## config.mk

```make
export PLATFORM = sky130hd
export DESIGN_NAME = coriolis_ker1_subker1_ctrl
export DESIGN_NICKNAME = d
export VERILOG_FILES = /design/src/rtl/coriolis_ker1_subker1_ctrl.sv
export SDC_FILE = /design/constraint.sdc
export NUM_CORES = 1
export LEC_CHECK = 0
export BUFFER_PORTS_ARGS = -buffer_cell sky130_fd_sc_hd__buf_2
export CAP_MARGIN = 5
export CORE_MARGIN = 2
export CORE_UTILIZATION = 28
export DETAILED_ROUTE_END_ITERATION = 7
export RECOVER_POWER = 25
export SYNTH_ARGS = -nofsm -noshare
export SYNTH_HDL_FRONTEND = slang
export SYNTH_SLANG_ARGS = --single-unit
```

## constraint.sdc

```tcl
create_clock -name clk -period 6.4 [get_ports clk]
set_clock_uncertainty 0.1 [all_clocks]
set_input_delay 0.32 -clock clk [delete_from_list [all_inputs] [get_ports clk]]
set_output_delay 0.32 -clock clk [all_outputs]
set_load 0.05 [all_outputs]
```

## src/rtl/coriolis_ker1_subker1_ctrl.sv

```systemverilog
// Run controller for the coriolis ker1/subker1 streaming datapath.
// Latency: 0-cycle combinational pass-through of valid/ready on both sides; state and counters registered.
// Backpressure: source is held off when the run quota is met or MAXINFLIGHT items are inside the kernel.
module coriolis_ker1_subker1_ctrl #(
  parameter int NW          = 20,
  parameter int MAXINFLIGHT = 16
) (
  input  logic          clk,
  input  logic          rst,
  input  logic          start,
  input  logic [NW-1:0] ntot,
  output logic          busy,
  output logic          done,
  input  logic          src_valid,
  output logic          src_ready,
  output logic          ker_ivalid,
  input  logic          ker_iready,
  input  logic          ker_ovalid,
  output logic          ker_oready,
  output logic          snk_valid,
  input  logic          snk_ready,
  output logic [NW-1:0] in_cnt,
  output logic [NW-1:0] out_cnt
);

  // Run phases. DONE lasts exactly one cycle and is what produces the done pulse.
  localparam logic [1:0] S_IDLE  = 2'd0;
  localparam logic [1:0] S_RUN   = 2'd1;
  localparam logic [1:0] S_DRAIN = 2'd2;
  localparam logic [1:0] S_DONE  = 2'd3;

  // Credit limit expressed at counter width so the compare stays NW bits wide.
  localparam logic [NW-1:0] MAX_IF = NW'(MAXINFLIGHT);
  localparam logic [NW-1:0] ONE    = NW'(1);

  logic [1:0]    state_q, state_d;
  logic [NW-1:0] ntot_q,  ntot_d;
  logic [NW-1:0] in_cnt_q,  in_cnt_d;
  logic [NW-1:0] out_cnt_q, out_cnt_d;

  logic          st_run;
  logic          st_drain;
  logic          st_active;
  logic [NW-1:0] inflight;
  logic          gate_in;
  logic          gate_out;
  logic          in_fire;
  logic          out_fire;
  logic          in_last;
  logic          out_last;

  assign st_run    = (state_q == S_RUN);
  assign st_drain  = (state_q == S_DRAIN);
  assign st_active = st_run | st_drain;

  // Items handed to the kernel but not yet passed to the sink. Results never
  // outnumber admitted items, so the subtraction cannot go negative.
  assign inflight = in_cnt_q - out_cnt_q;

  // Admission window: only while running, quota not met and credit available.
  assign gate_in  = st_run && (in_cnt_q < ntot_q) && (inflight < MAX_IF);

  // Result window: results keep flowing through RUN and DRAIN until the quota is met.
  assign gate_out = st_active && (out_cnt_q < ntot_q);

  // Each handshake side only looks at its own peer's signal plus the gate, so
  // src_valid never reaches ker_oready and snk_ready never reaches src_ready.
  assign ker_ivalid = src_valid  && gate_in;
  assign src_ready  = ker_iready && gate_in;
  assign snk_valid  = ker_ovalid && gate_out;
  assign ker_oready = snk_ready  && gate_out;

  assign in_fire  = src_valid  && ker_iready && gate_in;
  assign out_fire = ker_ovalid && snk_ready  && gate_out;

  // Gates guarantee cnt < ntot_q, so cnt+1 never wraps even for ntot = 2^NW-1.
  assign in_last  = in_fire  && ((in_cnt_q  + ONE) == ntot_q);
  assign out_last = out_fire && ((out_cnt_q + ONE) == ntot_q);

  assign busy    = st_active;
  assign done    = (state_q == S_DONE);
  assign in_cnt  = in_cnt_q;
  assign out_cnt = out_cnt_q;

  // Next-state, quota latch and beat counting for the current run.
  always_comb begin
    state_d   = state_q;
    ntot_d    = ntot_q;
    in_cnt_d  = in_cnt_q;
    out_cnt_d = out_cnt_q;

    if (in_fire) begin
      in_cnt_d = in_cnt_q + ONE;
    end
    if (out_fire) begin
      out_cnt_d = out_cnt_q + ONE;
    end

    case (state_q)
      S_IDLE: begin
        // Counters keep the previous run's totals until a new start arrives.
        if (start) begin
          in_cnt_d  = '0;
          out_cnt_d = '0;
          if (ntot != '0) begin
            ntot_d  = ntot;
            state_d = S_RUN;
          end else begin
            state_d = S_DONE;
          end
        end
      end
      S_RUN: begin
        // Output can only complete alongside the final admission if the kernel
        // had nothing left in flight, so both are tested on the same beat.
        if (in_last) begin
          state_d = (out_cnt_d == ntot_q) ? S_DONE : S_DRAIN;
        end
      end
      S_DRAIN: begin
        if (out_last) begin
          state_d = S_DONE;
        end
      end
      default: begin
        state_d = S_IDLE;
      end
    endcase
  end

  // Registered state; reset abandons any run in progress without a done pulse.
  always_ff @(posedge clk) begin
    if (!rst) begin
      state_q   <= S_IDLE;
      ntot_q    <= '0;
      in_cnt_q  <= '0;
      out_cnt_q <= '0;
    end else begin
      state_q   <= state_d;
      ntot_q    <= ntot_d;
      in_cnt_q  <= in_cnt_d;
      out_cnt_q <= out_cnt_d;
    end
  end

  // Credit limit must hold whenever the block is out of reset.
  a_inflight_bound : assert property (@(posedge clk) disable iff (!rst)
    (inflight <= MAX_IF));

  // Admission and delivery never overshoot the latched quota during a run.
  a_quota_bound : assert property (@(posedge clk) disable iff (!rst)
    (st_active |-> (in_cnt_q <= ntot_q) && (out_cnt_q <= ntot_q)));

endmodule

```

==> results summary, run 1 <==
The run finished with clean final reports. The share of synthesized registers carrying an async set or reset came out at 0%. The clock-pin slew on the worst setup and hold paths came out at 60 ps. The average instance area after synthesis is 7.73 um2. In this run the register-to-register setup slack is 1980 ps. The worst pin sits at a relative slew slack of 30.5%. The number of diodes added for antenna fixing came out at 0. The synthesized netlist net count came out at 915. Global routing used 17.8% of the available tracks across all layers. The global-route congestion overflow total came out at 0. The sum of routed wire length over all layers is 21.3 mm.

After the last flow step, the layout net total stands at 958. TritonCTS built the clock tree. The startpoint of the lowest-slack hold path is ntot[0].

Of the post-synthesis cell area, the dominant cell type holds 19.5%. The insertion delay to the later sink of the worst-skew pair came out at 350 ps. The area of the core is 22500 um2.

The number of hold-slack violations in the final timing report is 0. The initial antenna violation count came out at 0. The worst register-to-register path ends at state_q[1]. The total leakage power is 2.84 nW. Yosys attributes the largest share of cell area to dfxtp_1 (19%), ha_1 (13%), xnor2_1 (9.5%), xor2_1 (5.2%), nor2_1 (4.8%). The maximum number of pins on one net before global-route repair came out at 26. The number of design rule violations left after detail routing is 0.

The number of hold-repair buffers added at the cts stage came out at 0. Among all flip-flop cells after synthesis, the most frequent one is dfxtp_1. The routability-driven placement congestion ratio is 0.921. The met1 usage is 23.5%. The required time of the critical path is 5980 ps.

The worst hold path belongs to the class in -> reg. The synthesis-to-layout area growth came out at 12.5%. The worst setup path is captured at an output pin. The summed instance area of the synthesized netlist is 6370 um2.

The synthesized design contains 62 register bits. Counting every sink on the clock net gives 62. The post-route clock period utilization is 71.3%.

The number of DRC violations after detailed-routing iteration 0 is 444. The post-layout utilization of the core is 31.8%. Once the floorplan was initialized, standard cells occupied 28.3% of the core. The cell count after synthesis came out at 824.

The layer with the highest usage after global routing is met2. The most frequent cell after synthesis is nor2_1. In the synthesized netlist, the cells that appear most often are nor2_1 (81), xnor2_1 (69), ha_1 (64). The TritonCTS buffer count is 9. The count of yosys warnings during synthesis came out at 0.

Setup repair after global routing left no endpoint under its margin. The buffer depth of the longest clock path is 2. Of the cells placed in the final design, the portion with a size suffix greater than 1 is 8.72%. The number of flops mapped to enable cells by yosys is 0.

The first-pass GRT wire length is 32.9 mm. The die width came out at 155 um. The depth of the worst hold-timing path is 3. The maximum ir drop on the vdd rail is 133 uV. Clock tree synthesis selected as its root buffer the cell clkbuf_16.

During placement, the flow inserted port buffers numbering 72. At the pin with the least slew margin, the transition time is 1040 ps. The routed via count divided by cell count came out at 5.40. The distinct cell type count of the synthesized netlist came out at 72. The routed layout has 6247 vias. The number of placed instances with taps included is 1141. The y dimension of the die is 155 um. The global-route met2 utilization came out at 29.1%. The worst path arrival time is 4140 ps. The power density over cell area is 213 nW/um2. The final critical-path required period came out at 4560 ps. The worst reg2reg path depth is 12. The via count of the first global-routing pass came out at 5844. For this run, the register share of the synthesized area comes to 19.5%. The number of placement rows came out at 55.

Based on the critical path, the design can be clocked at up to 0.219 GHz. The worst register-to-register path begins at out_cnt[5]. The setup violation total in the final timing report came out at 0. The number of search-and-repair iterations in the first detailed-routing pass is 5. The number of nets with antenna violations after detailed routing came out at 0. The routed wirelength normalized by instance count came out at 18.4 um.

The path with the worst hold slack has its endpoint at ntot_q[0]. The critical path is of the reg -> out type. The fraction of met3 tracks used by global routing is 2.89%. Excluding fillers, the count of instances in the completed layout stands at 1157.

The max-slew violation total from the final report is 0. The launching element type of the critical path is a flip-flop. The detailed placement HPWL came out at 17.0 mm.

The number of violations of the max-capacitance limit came out at 0. The post-cts repair resize count came out at 0. The deepest level of the CTS H-tree came out at 3. The largest area contributor in the netlist is dfxtp_1. The number of primary I/O pins came out at 73.

The area of the die is 24000 um2. The setup TNS is 0 ps. The buffers inserted during post-CTS setup optimization is 0. The maximum fanout along the worst path is 9.
==> cells by family after synthesis <==
kind of cell	count (synthesis)	synth area share, %
AOI/OAI and AO/OA	147	16.0
xor gates and xnor gates	108	15.1
adders and majority gates	64	12.6
buffers and inverters	97	6.09
DFF	62	19.5
muxes	29	4.58
and+or+nand+nor	317	26.2
==> cell usage in the layout, fill, tap and decap left out, types with 10 or more instances in the layout <==
| master | n |
|---|---|
| nor2_1 | 81 |
| inv_1 | 54 |
| nor2b_1 | 30 |
| mux2i_1 | 28 |
| nor4_1 | 21 |
| nand4_1 | 27 |
| dfxtp_1 | 62 |
| nand2_1 | 51 |
| clkbuf_1 | 28 |
| xnor2_1 | 69 |
| a211oi_1 | 10 |
| xor2_1 | 38 |
| nor3_1 | 15 |
| o21ai_0 | 22 |
| nand3_1 | 35 |
| a21oi_1 | 36 |
| ha_1 | 64 |
| buf_2 | 45 |
==> layer usage <==
layer | part of all wire [%] | vias to the layer above
met5 | 0 | -
met4 | 3.0 | 0
met3 | 5.0 | 41
met2 | 46 | 185
met1 | 46 | 2966
li1 | - | 3055
==> through the flow <==
| stage | power (mW) | instance area, um2 | worst slack [ps] | hold WS, ps |
|---|---|---|---|---|
| 2_1_floorplan | 0.904 | 6370 | 1980 | 348 |
| 3_3_place_gp | 1.06 | 6920 | 2120 | 405 |
| 3_5_place_dp | 1.06 | 6920 | 2020 | 420 |
| 4_1_cts | 1.53 | 7200 | 1850 | 130 |
| 5_1_grt | 1.61 | 7170 | 1560 | 144 |
| 6_report | 1.53 | 7170 | 1840 | 133 |
==> where the power goes <==
part,internal (mW),switching (mW)
clock network,0.272,0.192
logic,0.235,0.359
registers,0.413,0.0574
==> cell type report <==
| cell class | count | area (um2) |
|---|---|---|
| clock buffer | 11 | 243 |
| clock inverter | 5 | 35.0 |
| fill | 2371 | 15300 |
| inverter | 54 | 203 |
| multi-input combinational | 665 | 4740 |
| sequential | 62 | 1240 |
| tap | 285 | 357 |
| timing repair buffer | 75 | 349 |
==> sequential cells by signal (all words and copies together) (netlist names) <==
register	cells
ntot_q	20
out_cnt	20
state_q	2
in_cnt	20
==> worst max-delay path, cell delays in order (launching register included) <==
cell and delay [ps]:
dfxtp_1 500, inv_1 150, ha_1 330, a21o_1 180
a31oi_1 320, nor2_1 100, o311a_1 370, a311o_1 330
or4_1 480, or3_1 400, nand4bb_1 260, nor2_1 120
buf_2 270
==> worst max path at each step <==
stage,from,endpoint,slack [ps],depth (start not counted)
finish,out_cnt[2],ker_ivalid,1840,12
global route,out_cnt[5],state_q[1],1560,12
CTS,out_cnt[2],ker_ivalid,1850,12
detailed placement,out_cnt[4],state_q[1],2020,12
global placement,out_cnt[5],in_cnt[7],2120,13
floorplan,out_cnt[4],ker_ivalid,1980,11
Note: power is estimated with default switching activity, not from simulation.
==> inputs of run 2 (changes only) <==
==> constraint.sdc (replaced) <==
create_clock -name clk -period 4.25 [get_ports clk]
set_clock_uncertainty 0.1 [all_clocks]
set_input_delay 0.2125 -clock clk [delete_from_list [all_inputs] [get_ports clk]]
set_output_delay 0.2125 -clock clk [all_outputs]
set_load 0.05 [all_outputs]
==> run 2 against run 1 <==
- cell count up 3.9%
- combinational power increased by 68%
- register-to-register slack worse by 1700 ps
- final area grew 5.7%
- power is 59% higher
- wire length up 10%
- critical path depth unchanged
- count of clock-buffer cells in the layout rose by 2
- die area unchanged
- the flow now finishes with violations (design-rule violations)
- hold slack worse by 100 ps
- highest routed layer unchanged
- sequential share of layout area down 0.91 points
==> results summary, run 2 (synthesized netlist as in run 1, its figures left out) <==
The setup TNS came to 0 ps (unchanged). The clock net sink count is 62 (unchanged). The area of the core was 22500 um2 (unchanged). The buffer depth of the longest clock path came to 2 (unchanged). The endpoint identified for the worst register-to-register timing path is state_q[0]. The clock-pin slew on the worst setup and hold paths came out at 50 ps (about the same). The power density over cell area is 321 nW/um2 (+50%). The initial antenna violation count was 1 (+1). The number of nets with antenna violations after detailed routing came out at 0 (unchanged). The most common cell after layout, fill and taps aside is nor2_1. The area growth from synthesis to layout is 18.9%. The routed wirelength normalized by instance count came out at 19.5 um (+6.2%). The layout filler cell count is 2371 (unchanged). The depth of the worst hold-timing path came out at 3 (unchanged). The cell area reported after detailed placement came out at 7290 um2 (+5.3%).

The sum of routed wire length over all layers is 23.5 mm (+10%). The via count of the routed design came out at 6488 (+3.9%). The worst relative slew slack came out at 40.6% (+10 points).

The initial standard-cell utilization of the core is 28.3% (unchanged). The final total power is 2.43 mW (+59%). The routed via count divided by cell count is 5.40 (about the same). STA classifies the critical path endpoint as an output pin. The number of diodes added for antenna fixing was 0 (unchanged). The final reports fail on design-rule violations. The share of cells above drive strength 1 came out at 14.0% (+5.2 points).

The endpoint of the worst hold-timing path is ntot_q[1]. The maximum fanout along the worst path was 3 (-6). The worst path arrival time is 3790 ps (-350 ps). The post-route clock period utilization is 96.6%. The TritonCTS buffer count came out at 9 (unchanged). Clock tree synthesis selected as its root buffer the cell clkbuf_16. The global-route congestion overflow total was 0 (unchanged). STA classifies the critical path startpoint as a flip-flop. The via count of the first global-routing pass is 6025 (+3.1%). The number of hold-slack violations in the final timing report came out at 0 (unchanged).

The first-pass GRT wire length was 35.7 mm (+8.3%). The area of the die is 24000 um2 (unchanged). In this run the critical register-to-register path is launched from ntot_q[18]. The maximum ir drop on the vdd rail is 251 uV (+89%). The slew at the pin closest to its max-slew limit came to 884 ps (-151 ps). The final instance area is 7570 um2 (+5.7%). The slack of the worst reg-to-reg path came to 280 ps (-1700 ps). The startpoint of the lowest-slack hold path is ntot[1]. TritonCTS built the clock tree. The number of design rule violations left after detail routing is 5 (+5). The net total in the final layout came to 1005 (+4.9%). The detailed placement HPWL is 18.9 mm (+11%).

The total leakage power came to 3.11 nW (+9.5%). The worst reg2reg path depth is 12 (unchanged). The smallest clock period supported by the final layout is computed as 4100 ps. The achievable clock frequency is 0.244 GHz.

The number of placement rows came out at 55 (unchanged). The setup path with the least slack is of type reg -> out. The setup violation total in the final timing report was 0 (unchanged). The count of buffers from port buffering came out at 72 (unchanged). In the layout the commonest cells are nor2_1 (80), xnor2_1 (69), ha_1 (63). The die width came out at 155 um (unchanged). The number of hold-repair buffers added at the cts stage came to 0 (unchanged). Setup repair after global routing left no endpoint under its margin.

The required time of the critical path is 3940 ps (-2040 ps). The worst hold-check slack is 32.5 ps (-101 ps). The max-slew violation total from the final report came out at 0 (unchanged).

The number of violations of the max-capacitance limit is 0 (unchanged). The worst slack after detailed placement is 334 ps (-1690 ps). The flow ran to the end, but the final reports show violations.

The insertion delay to the later sink of the worst-skew pair is 350 ps (about the same). The y dimension of the die came out at 155 um (unchanged). The number of search-and-repair iterations in the first detailed-routing pass came out at 8 (+3). The number of primary I/O pins is 73 (unchanged). The final worst-path setup slack came out at 146 ps (-1690 ps). The number of DRC violations after detailed-routing iteration 0 came out at 600 (+35%). The tightest min-delay check is of the in -> reg type. The routability-driven placement congestion ratio came out at 0.941 (+2.1%). The deepest level of the CTS H-tree is 3 (unchanged). The global-route usage over all layers is 19.6% (+1.8 points).

The maximum number of pins on one net before global-route repair came out at 41 (+58%).
==> run 2: layout make-up <==
| cell class | instances | area [um2] | share of cell area, % |
|---|---|---|---|
| tap | 285 | 357 | 4.71 |
| timing repair buffer | 122 | 719 | 9.50 |
| sequential | 62 | 1240 | 16.4 |
| clock inverter | 1 | 30.0 | 0.397 |
| clock buffer | 13 | 260 | 3.44 |
| inverter | 54 | 203 | 2.68 |
| multi-input combinational | 665 | 4760 | 62.9 |
==> run 2: how the worst max path moves through the flow <==
stage,start,end,cells after the start
floorplan,out_cnt[4],ker_ivalid,11
global placement,ntot_q[17],state_q[0],12
detailed placement,ntot_q[17],state_q[0],12
CTS,out_cnt[3],ker_ivalid,12
global route,out_cnt[3],ker_ivalid,12
finish,out_cnt[2],src_ready,12
==> run 2: where the power goes <==
group          switching [mW]  internal, mW
sequential             0.0437         0.621
clock                   0.281         0.480
combinational           0.615         0.387
total                   0.940          1.49
==> run 2: routing by layer <==
layer	global-route usage (%)	wire length (um)
met3	3.39	1380
met5	0	0
met4	7.10	772
met2	31.5	10500
met1	26.3	10800
==> run 2: per-stage QoR <==
stage,instances,util [%]
floorplan,824,-
CTS,1202,33.7
finish,1202,33.7
detailed placement,1188,32.4
global placement,1188,32.4
global route,1202,33.7
==> run 2: critical path, stage by stage (launching register included) <==
cell	delay (ps)
dfxtp_1	320
inv_1	70
ha_1	320
a21o_1	210
a31oi_2	190
nor2_1	80
o311a_1	370
a311o_1	330
or4_1	520
or3_1	390
nand4bb_1	260
nor2_1	120
buf_2	270
==> run 2: timing repair <==
action / 4_1_cts / 5_1_grt
buffers inserted: 0 / 0
resized for setup: 0 / 7
endpoints found under the setup margin: 0 / 2
